`config.mk`:
```
export PLATFORM = sky130hd
export DESIGN_NAME = fft8_pipe
export DESIGN_NICKNAME = d
export VERILOG_FILES = /design/src/rtl/fft8_pipe.sv
export SDC_FILE = /design/constraint.sdc
export NUM_CORES = 2
export LEC_CHECK = 0
export CAP_MARGIN = 20
export CORE_ASPECT_RATIO = 0.7
export CORE_UTILIZATION = 40
export DETAILED_ROUTE_END_ITERATION = 10
export SLEW_MARGIN = 20
export SYNTH_ARGS = -nofsm -noshare
export SYNTH_HDL_FRONTEND = slang
export SYNTH_SLANG_ARGS = --single-unit
```
`constraint.sdc`:
```
create_clock -name clk -period 19.9 [get_ports clk]
set_input_delay 1.99 -clock clk [delete_from_list [all_inputs] [get_ports clk]]
set_output_delay 1.99 -clock clk [all_outputs]
set_load 0.01 [all_outputs]
```
`src/rtl/fft8_pipe.sv`:
```
`default_nettype none
// ============================================================================
// Module   : fft8_pipe (with helper fft8_bfly)
// Brief    : 3-stage pipelined 8-point radix-2 DIT FFT/IFFT with per-stage
//            scaling, saturation and a sticky overflow flag.
// Revision : 1.0 - initial release
// ============================================================================

module fft8_bfly #(
    parameter int DW    = 9,
    parameter int TW    = 10,
    parameter int SCALE = 1
) (
    input  logic signed [DW-1:0] i_a_re,
    input  logic signed [DW-1:0] i_a_im,
    input  logic signed [DW-1:0] i_b_re,
    input  logic signed [DW-1:0] i_b_im,
    input  logic        [1:0]    i_k,
    input  logic                 i_inv,
    output logic signed [DW-1:0] o_x_re,
    output logic signed [DW-1:0] o_x_im,
    output logic signed [DW-1:0] o_y_re,
    output logic signed [DW-1:0] o_y_im,
    output logic                 o_sat
);
    localparam int c_ww   = DW + 2;
    localparam int c_pw   = DW + TW;
    localparam int c_w707 = int'(0.70710678 * (2.0 ** (TW - 2)));
    localparam logic signed [DW-1:0]   c_min   = {1'b1, {(DW-1){1'b0}}};
    localparam logic signed [c_ww-1:0] c_max_w = c_ww'((1 << (DW - 1)) - 1);
    localparam logic signed [c_ww-1:0] c_min_w = c_ww'(-(1 << (DW - 1)));

    logic signed [c_pw-1:0] w_pf_re, w_pf_im;
    logic signed [c_ww-1:0] w_p_re, w_p_im, w_neg_re, w_neg_im;
    logic signed [c_ww-1:0] w_t_re, w_t_im;
    logic signed [c_ww-1:0] w_sum_re, w_sum_im, w_dif_re, w_dif_im;
    logic                   w_neg_sat;
    logic [3:0]             w_clip;

    // b * 0.7071 with round-half-up; the twiddle signs are applied afterwards
    assign w_pf_re = (c_pw'(i_b_re) * c_pw'(c_w707) + c_pw'(1 << (TW - 3))) >>> (TW - 2);
    assign w_pf_im = (c_pw'(i_b_im) * c_pw'(c_w707) + c_pw'(1 << (TW - 3))) >>> (TW - 2);
    assign w_p_re  = c_ww'(w_pf_re);
    assign w_p_im  = c_ww'(w_pf_im);

    assign w_neg_re = (i_b_re == c_min) ? c_max_w : -c_ww'(i_b_re);
    assign w_neg_im = (i_b_im == c_min) ? c_max_w : -c_ww'(i_b_im);

    always_comb begin
        w_neg_sat = 1'b0;
        w_t_re    = c_ww'(i_b_re);
        w_t_im    = c_ww'(i_b_im);
        case (i_k)
            2'd1: begin
                if (i_inv) begin
                    w_t_re = w_p_re - w_p_im;
                    w_t_im = w_p_re + w_p_im;
                end else begin
                    w_t_re = w_p_re + w_p_im;
                    w_t_im = w_p_im - w_p_re;
                end
            end
            2'd2: begin
                // forward multiplies by -j, inverse by +j
                if (i_inv) begin
                    w_t_re    = w_neg_im;
                    w_t_im    = c_ww'(i_b_re);
                    w_neg_sat = (i_b_im == c_min);
                end else begin
                    w_t_re    = c_ww'(i_b_im);
                    w_t_im    = w_neg_re;
                    w_neg_sat = (i_b_re == c_min);
                end
            end
            2'd3: begin
                if (i_inv) begin
                    w_t_re = -w_p_re - w_p_im;
                    w_t_im = w_p_re - w_p_im;
                end else begin
                    w_t_re = w_p_im - w_p_re;
                    w_t_im = -w_p_re - w_p_im;
                end
            end
            default: ;
        endcase
    end

    assign w_sum_re = c_ww'(i_a_re) + w_t_re;
    assign w_sum_im = c_ww'(i_a_im) + w_t_im;
    assign w_dif_re = c_ww'(i_a_re) - w_t_re;
    assign w_dif_im = c_ww'(i_a_im) - w_t_im;

    function automatic logic [DW:0] clip(input logic signed [c_ww-1:0] v);
        logic signed [c_ww-1:0] s;
        s = (SCALE != 0) ? (v >>> 1) : v;
        if (s > c_max_w)      clip = {1'b1, c_max_w[DW-1:0]};
        else if (s < c_min_w) clip = {1'b1, c_min_w[DW-1:0]};
        else                  clip = {1'b0, s[DW-1:0]};
    endfunction

    assign {w_clip[0], o_x_re} = clip(w_sum_re);
    assign {w_clip[1], o_x_im} = clip(w_sum_im);
    assign {w_clip[2], o_y_re} = clip(w_dif_re);
    assign {w_clip[3], o_y_im} = clip(w_dif_im);
    assign o_sat = w_neg_sat | (|w_clip);
endmodule

module fft8_pipe #(
    parameter int DW    = 9,
    parameter int TW    = 10,
    parameter int SCALE = 1
) (
    input  logic            clk,
    input  logic            rst,
    input  logic            in_valid,
    input  logic            in_inverse,
    input  logic [8*DW-1:0] in_re,
    input  logic [8*DW-1:0] in_im,
    output logic            out_valid,
    output logic            out_inverse,
    output logic [8*DW-1:0] out_re,
    output logic [8*DW-1:0] out_im,
    output logic            ovf,
    input  logic            ovf_clr
);
    logic [2:0][7:0][DW-1:0] re_q, re_d, im_q, im_d;
    logic [2:0][7:0][DW-1:0] src_re, src_im, bf_re, bf_im;
    logic [7:0][DW-1:0]      br_re, br_im;
    logic [2:0][3:0]         bf_sat;
    logic [2:0]              v_q, v_d, inv_q, inv_d, src_v, src_inv;
    logic                    ovf_q, ovf_d, sat_any;

    // Bit-reversed input ordering is a pure permutation of the input bus
    for (genvar n = 0; n < 8; n++) begin : g_bitrev
        localparam int c_src = ((n & 1) << 2) | (n & 2) | ((n >> 2) & 1);
        assign br_re[n] = in_re[c_src*DW +: DW];
        assign br_im[n] = in_im[c_src*DW +: DW];
    end

    assign src_re  = {re_q[1], re_q[0], br_re};
    assign src_im  = {im_q[1], im_q[0], br_im};
    assign src_v   = {v_q[1:0], in_valid};
    assign src_inv = {inv_q[1:0], in_inverse};

    for (genvar s = 0; s < 3; s++) begin : g_stage
        localparam int c_h = 1 << s;
        for (genvar b = 0; b < 4; b++) begin : g_bfly
            localparam int         c_j = b % c_h;
            localparam int         c_i = (b / c_h) * 2 * c_h + c_j;
            localparam logic [1:0] c_k = 2'(c_j << (2 - s));
            fft8_bfly #(.DW(DW), .TW(TW), .SCALE(SCALE)) u_bfly (
                .i_a_re (src_re[s][c_i]),
                .i_a_im (src_im[s][c_i]),
                .i_b_re (src_re[s][c_i + c_h]),
                .i_b_im (src_im[s][c_i + c_h]),
                .i_k    (c_k),
                .i_inv  (src_inv[s]),
                .o_x_re (bf_re[s][c_i]),
                .o_x_im (bf_im[s][c_i]),
                .o_y_re (bf_re[s][c_i + c_h]),
                .o_y_im (bf_im[s][c_i + c_h]),
                .o_sat  (bf_sat[s][b])
            );
        end
    end

    always_comb begin
        v_d     = src_v;
        inv_d   = src_inv;
        re_d    = re_q;
        im_d    = im_q;
        sat_any = 1'b0;
        for (int s = 0; s < 3; s++) begin
            if (src_v[s]) begin
                re_d[s] = bf_re[s];
                im_d[s] = bf_im[s];
            end
            sat_any = sat_any | (src_v[s] & (|bf_sat[s]));
        end
        ovf_d = (ovf_q & ~ovf_clr) | sat_any;
    end

    always_ff @(posedge clk or posedge rst) begin
        if (rst) begin
            re_q  <= '0;
            im_q  <= '0;
            v_q   <= '0;
            inv_q <= '0;
            ovf_q <= 1'b0;
        end else begin
            re_q  <= re_d;
            im_q  <= im_d;
            v_q   <= v_d;
            inv_q <= inv_d;
            ovf_q <= ovf_d;
        end
    end

    assign out_valid   = v_q[2];
    assign out_inverse = inv_q[2];
    assign out_re      = re_q[2];
    assign out_im      = im_q[2];
    assign ovf         = ovf_q;
endmodule

`default_nettype wire
```
; Yosys cells after proc, flatten, opt, wreduce, memory -nomap -nowiden
; Index checks and enable logic that the tools add are counted.
[classes]
magnitude_cmp = 96
n_addsub = 65
mux = 115
mul = 4
bitwise_logic = 11
reduce_logical = 6
n_shift = 0
div = 0
n_eq_ne = 6
[ops]
columns = cell, count
row1 = $mux W10, 96
row2 = $gt A9 B9 Y1 const B, 28
row3 = $lt A9 B9 Y1 const B, 28
row4 = $gt A10 B9 Y1 const B, 20
row5 = $lt A10 B9 Y1 const B, 20
row6 = $mux W11, 16
row7 = $add A9 B9 Y10, 14
row8 = $sub A9 B9 Y10, 14
row9 = $add A9 B11 Y11, 10
row10 = $sub A9 B11 Y11, 10
row11 = $add A19 B9 Y19 const B, 4
row12 = $mul A9 B9 Y18 const B, 4
row13 = $neg A9 Y11, 6
row14 = $sub A11 B11 Y11, 5
row15 = $eq A9 B9 Y1 const B, 6
row16 = $reduce_or A16 Y1, 1
row17 = $reduce_or A13 Y1, 1
row18 = $reduce_or A4 Y1, 3
row19 = $add A11 B11 Y11, 1
row20 = $neg A11 Y11, 1
row21 = $reduce_or A10 Y1, 1
row22 = $or A1 B1 Y1, 6
row23 = $and A1 B1 Y1, 4
row24 = $mux W1, 3
row25 = $not A1 Y1, 1
[totals]
rom_bits = 0
ff_bits = 439
latchBits = 0
wordCells = 354
ram_bits = 0
memories = 0
inputBits = 149

; Depth between registers and ports, before layout
[logic_depth]
ltp_word = 14
mapped_depth = 41
ltp_nobuf = 39

; By module
; A second synthesis with hierarchy kept.
[hier_totals]
cells_unflattened = 13811
hier_area_um2 = 117487.7
[by_module_without_submodules]
columns = module, cells_each, seq_area_each_um2, n_inst, area_per_inst_um2
row1 = fft8_bfly (g_stage[0].g_bfly[0].u_bfly ...), 1041, 0.0, 5, 8176.6
row2 = fft8_pipe, 1071, 10985.5, 1, 17904.7
row3 = fft8_bfly (g_stage[2].g_bfly[0].u_bfly ...), 1072, 0.0, 2, 8439.3
row4 = fft8_bfly (g_stage[1].g_bfly[0].u_bfly), 1128, 0.0, 1, 8687.1
row5 = fft8_bfly (g_stage[2].g_bfly[3].u_bfly), 1098, 0.0, 1, 8486.9
row6 = fft8_bfly (g_stage[2].g_bfly[2].u_bfly), 1078, 0.0, 1, 8326.7
row7 = fft8_bfly (g_stage[1].g_bfly[2].u_bfly), 1053, 0.0, 1, 8323.0
row8 = fft8_bfly (g_stage[1].g_bfly[3].u_bfly), 1034, 0.0, 1, 7997.7

; Worst setup path after synthesis
; Ideal clock, no wire load.
[synth_path]
kind = flip-flop to flip-flop
start = register im_q[125] (netlist name)
end = register ovf_q, in the netlist ovf
setup_time_ns = 0.135
synth_period_minus_slack_ns = 8.443
required_ns = 19.765
stages_incl_launch_ff = 34
t_arrival_ns = 8.308
path_slack_ns = 11.457
cell_sequence = dfrtp_1 ha_1 fa_1 inv_1 fa_1 fa_1 inv_1 ha_1 clkbuf_1 and4_1 a221oi_2 xnor2_1 nor3b_2 o21ai_0 xor2_1 o21ai_0 xnor2_1 ha_1 clkbuf_1 nor2_1 a221oi_1 nor2b_1 o21ai_0 xnor2_1 ha_1 inv_1 a2111oi_0 nor2_1 xnor2_1 xnor3_1 nor2_1 or4_1 a2111oi_2 o22ai_1
[synth_via]
elab_chain_len = 12
[synth_rtl]
columns = item, line
row1 = "start, declared", 126  ; logic [2:0][7:0][DW-1:0] re_q, re_d, im_q, im_d;
row2 = "start signal, assigned", 192  ; im_q <= im_d;
row3 = $mul A9 B9 Y18 (*), 42  ; assign w_pf_im = (c_pw'(i_b_im) * c_pw'(c_w707) + c_pw'(1 << (TW - 3))) >>> (TW - 2);
row4 = $add A19 B9 Y19 (*), 42
row5 = "$add A11 B11 Y11, or another cell as far along", "57, 59"
row6 = $mux W11, 55  ; if (i_inv) begin
row7 = "$add A9 B11 Y11, or another cell as far along", 88  ; assign w_sum_re = c_ww'(i_a_re) + w_t_re;
row8 = $lt A10 B9 Y1, 97  ; else if (s < c_min_w) clip = {1'b1, c_min_w[DW-1:0]};
row9 = $mux W10, 97
row10 = $mux W10, 96  ; if (s > c_max_w) clip = {1'b1, c_max_w[DW-1:0]};
row11 = $reduce_or A13 Y1 (*), 178  ; sat_any = sat_any | (src_v[s] & (|bf_sat[s]));
row12 = $and A1 B1 Y1 (*), 178
row13 = $or A1 B1 Y1 (*), 178
row14 = $or A1 B1 Y1 (*), 180  ; ovf_d = (ovf_q & ~ovf_clr) | sat_any;
row15 = via ovf_d, 131  ; logic ovf_q, ovf_d, sat_any;
row16 = "end signal, assigned", 195  ; ovf_q <= ovf_d;
row17 = "end, declared", 131
; The timed path passes the listed nets; every way through them passes the cells marked *.
; A chain may end at the register's enable or synchronous reset.

; Worst setup path after layout
[layout_path]
start = register im_q[143] (netlist name)
end = register ovf_q, in the netlist ovf
[layout_via]
elab_chain_len = 12
[layout_rtl]
columns = item, line
row1 = $mul A9 B9 Y18 (*), 42
row2 = $add A19 B9 Y19 (*), 42
row3 = "$sub A11 B11 Y11, on equally long branches", --
row4 = $mux W11, 76  ; if (i_inv) begin
row5 = "$add A9 B11 Y11, or another cell as far along", 88
row6 = $lt A10 B9 Y1, 97
row7 = $mux W10, 97
row8 = $mux W10, 96
row9 = $reduce_or A13 Y1 (*), 178
row10 = $and A1 B1 Y1 (*), 178
row11 = $or A1 B1 Y1 (*), 178
row12 = $or A1 B1 Y1 (*), 180
row13 = via ovf_d, 131
; Marked as above.

==> flow_metrics.tcl <==
set metrics [dict create \
    antenna_found_initial 4 \
    grt.total_usage 0.225 \
    synth_compound_area_frac 0.161 \
    setup_tns_ns 0 \
    grt-ovfl-total 0 \
    clk_latency_ns 0.64 \
    placeableCoreArea_um2 114000 \
    yosysWarnings 0 \
    grt_pass1_vias 35400 \
    cts_max_path_buffers 3 \
    post_cts_buffers 0 \
    cap_violations 0 \
    crit_arrival_ns 9.83 \
    instances_no_fill 7050 \
    portBuffers 295 \
    die_w_um 408 \
    drc 0 \
    firstDrtPassIters 6 \
    final_util 0.462 \
    final_antenna_net_count 0 \
    dp_hpwl_um 110000 \
    synth.ff_latch_count 439 \
    cts_resized 0 \
    synthFlopType "dfrtp_1" \
    htreeDepth 2 \
    wire_per_inst_um 18.9 \
    synthAdderAreaFrac 0.257 \
    post_drt_via_cell_ratio 5.21 \
    synth_seq_area_share 0.238 \
    row_count 103 \
    hold_buffers 0 \
    synth_edf_count 0 \
    max_freq_mhz 107 \
    finClkSkew_ns 0.0385 \
    cts_tree "built" \
    gp_congestion 0.930 \
    synth_xor_area_frac 0.0988 \
    final_cell_area_um2 52500 \
    place_inst 6955 \
    synth_most_common_cell "inv_1" \
    ys_types 108 \
    drtIter0Drc 2708 \
    rsz0062_at_grt "no" \
    path_class "reg -> reg" \
    finalHoldViolCount 0 \
    final.period_utilization 0.469 \
    clkSinkCount 439 \
    wirelength_um 133000 \
    crit_slowest_cell "a2111oi_0" \
    synth_mux_area_frac 0.0571 \
    fin_crit_ns 9.34 \
    finalSetupViolations 0 \
    hold_path_class "reg -> reg" \
    num-fill-cells 11000 \
    drv_slew 0 \
    postPlaceCellArea_um2 50700 \
    initial_core_util 0.406 \
    cts_buffers 51 \
    synth_top_area_share 0.238 \
    cpPeakStageDelay_ns 0.77 \
    ys_top_cells_by_area "dfrtp_1, ha_1, xnor2_1" \
    required_ns 20.40 \
    synth_top_family_by_area "adder cells" \
    synth_nets 6186 \
    crit_path_end_kind "register" \
    io_pins 296 \
    synth_common_cells "inv_1, ha_1, a21oi_1" \
    die_h_um 286 \
    cp_max_fo 12 \
    cp-start-kind "register" \
    die-area_um2 117000 \
    async_flop_share 1.00 \
    syn_inst 5255 \
    cts-root-buf "clkbuf_16" \
    synth-simple-area-share 0.117 \
    synth_top_cell_by_area "dfrtp_1" \
    synthToLayoutAreaGrowth_pct 13.6 \
    syn_area_um2 46200 \
    relSlewSlack 0.272 \
    grt_first_pass_wirelength_um 207000 \
    outcome "complete, no violations" \
    drive_above_1_share 0.0737 \
    fin_nets 6417 \
    avgSynthCellArea_um2 8.79 \
    vias 36800 \
    clk_pin_slew_ns 0.07 \
    tightest_slew_ns 1.09 \
    grt_max_degree 101 \
]
kinds of logic (layout without fill, tap and decap cells):
group / after synthesis / count (layout)
multiplexers: 237 / 237
other: 0 / 2
flip-flops: 439 / 439
AND/OR/NAND/NOR: 1122 / 1122
AO/OA/AOI/OAI: 1190 / 1190
adder cells (fa/ha/maj): 891 / 891
buffers and inverters: 880 / 1151
XOR/XNOR: 496 / 496
path summary, 6_finish.rpt:
kind | end | slack (ns) | depth (start not counted) | start
worst max register to register | ovf | 10.56 | 32 | im_q[143]
worst min register to register | out_im[47] | 0.49 | 1 | out_im[47]
max in group asynchronous | re_q[48] | 15.86 | 4 | rst
worst max-delay path | ovf | 10.56 | 32 | im_q[143]
worst min-delay path | out_im[47] | 0.49 | 1 | out_im[47]
min in group asynchronous | out_im[6] | 1.92 | 2 | rst
routing by layer:
metal | GRT usage | vias up | part of all wire
met2 | 0.354 | 721 | 0.44
met3 | 0.0230 | 114 | 0.046
li1 | - | 18200 | -
met5 | 0 | - | 0
met1 | 0.337 | 17700 | 0.50
met4 | 0.0396 | 0 | 0.016
critical path: cells and delay by family, from the launching register on:
kind / cells / cell delay (ns)
flip-flops: 1 / 0.64
buffers and inverters: 4 / 0.31
adder cells (fa/ha/maj): 7 / 3.05
AND/OR/NAND/NOR: 7 / 1.25
multiplexers: 1 / 0.32
AO/OA/AOI/OAI: 9 / 2.99
XOR/XNOR: 4 / 0.62
through the flow:
stage | setup slack (ns) | hold slack [ns]
2_1_floorplan | 5.68 | 0.352
3_3_place_gp | 10.66 | 0.482
3_5_place_dp | 10.55 | 0.479
4_1_cts | 10.58 | 0.497
5_1_grt | 9.79 | 0.510
6_report | 10.56 | 0.491
state kept, by name, summed over array words and instances, names as in the netlist:
name,flops
v_q,3
out_re,72
re_q,144
inv_q,3
ovf,1
out_im,72
im_q,144
layout make-up:
class	instances	area [um2]	area share
Multi-Input combinational cell	3936	31900	0.608
Sequential cell	439	11000	0.209
Timing Repair Buffer	318	3130	0.0596
Inverter	740	2790	0.0531
Tap cell	1522	1900	0.0363
Clock buffer	63	1430	0.0273
Clock inverter	30	355	0.00677
Antenna cell	2	5.00	0.0000953
cells in the final DEF, fill, tap and decap left out, drive strengths merged, types with 129 or more instances in the layout:
cell type	count
xnor2	390
mux2	211
o21ai	230
clkdlybuf4s50	294
dfrtp	439
o21bai	129
inv	746
nor2	458
fa	133
a21oi	485
nand2	199
ha	649
Power is left out: the tool's default activity adds up to more than one toggle a clock period on the data nets, which glitch-free logic cannot reach.
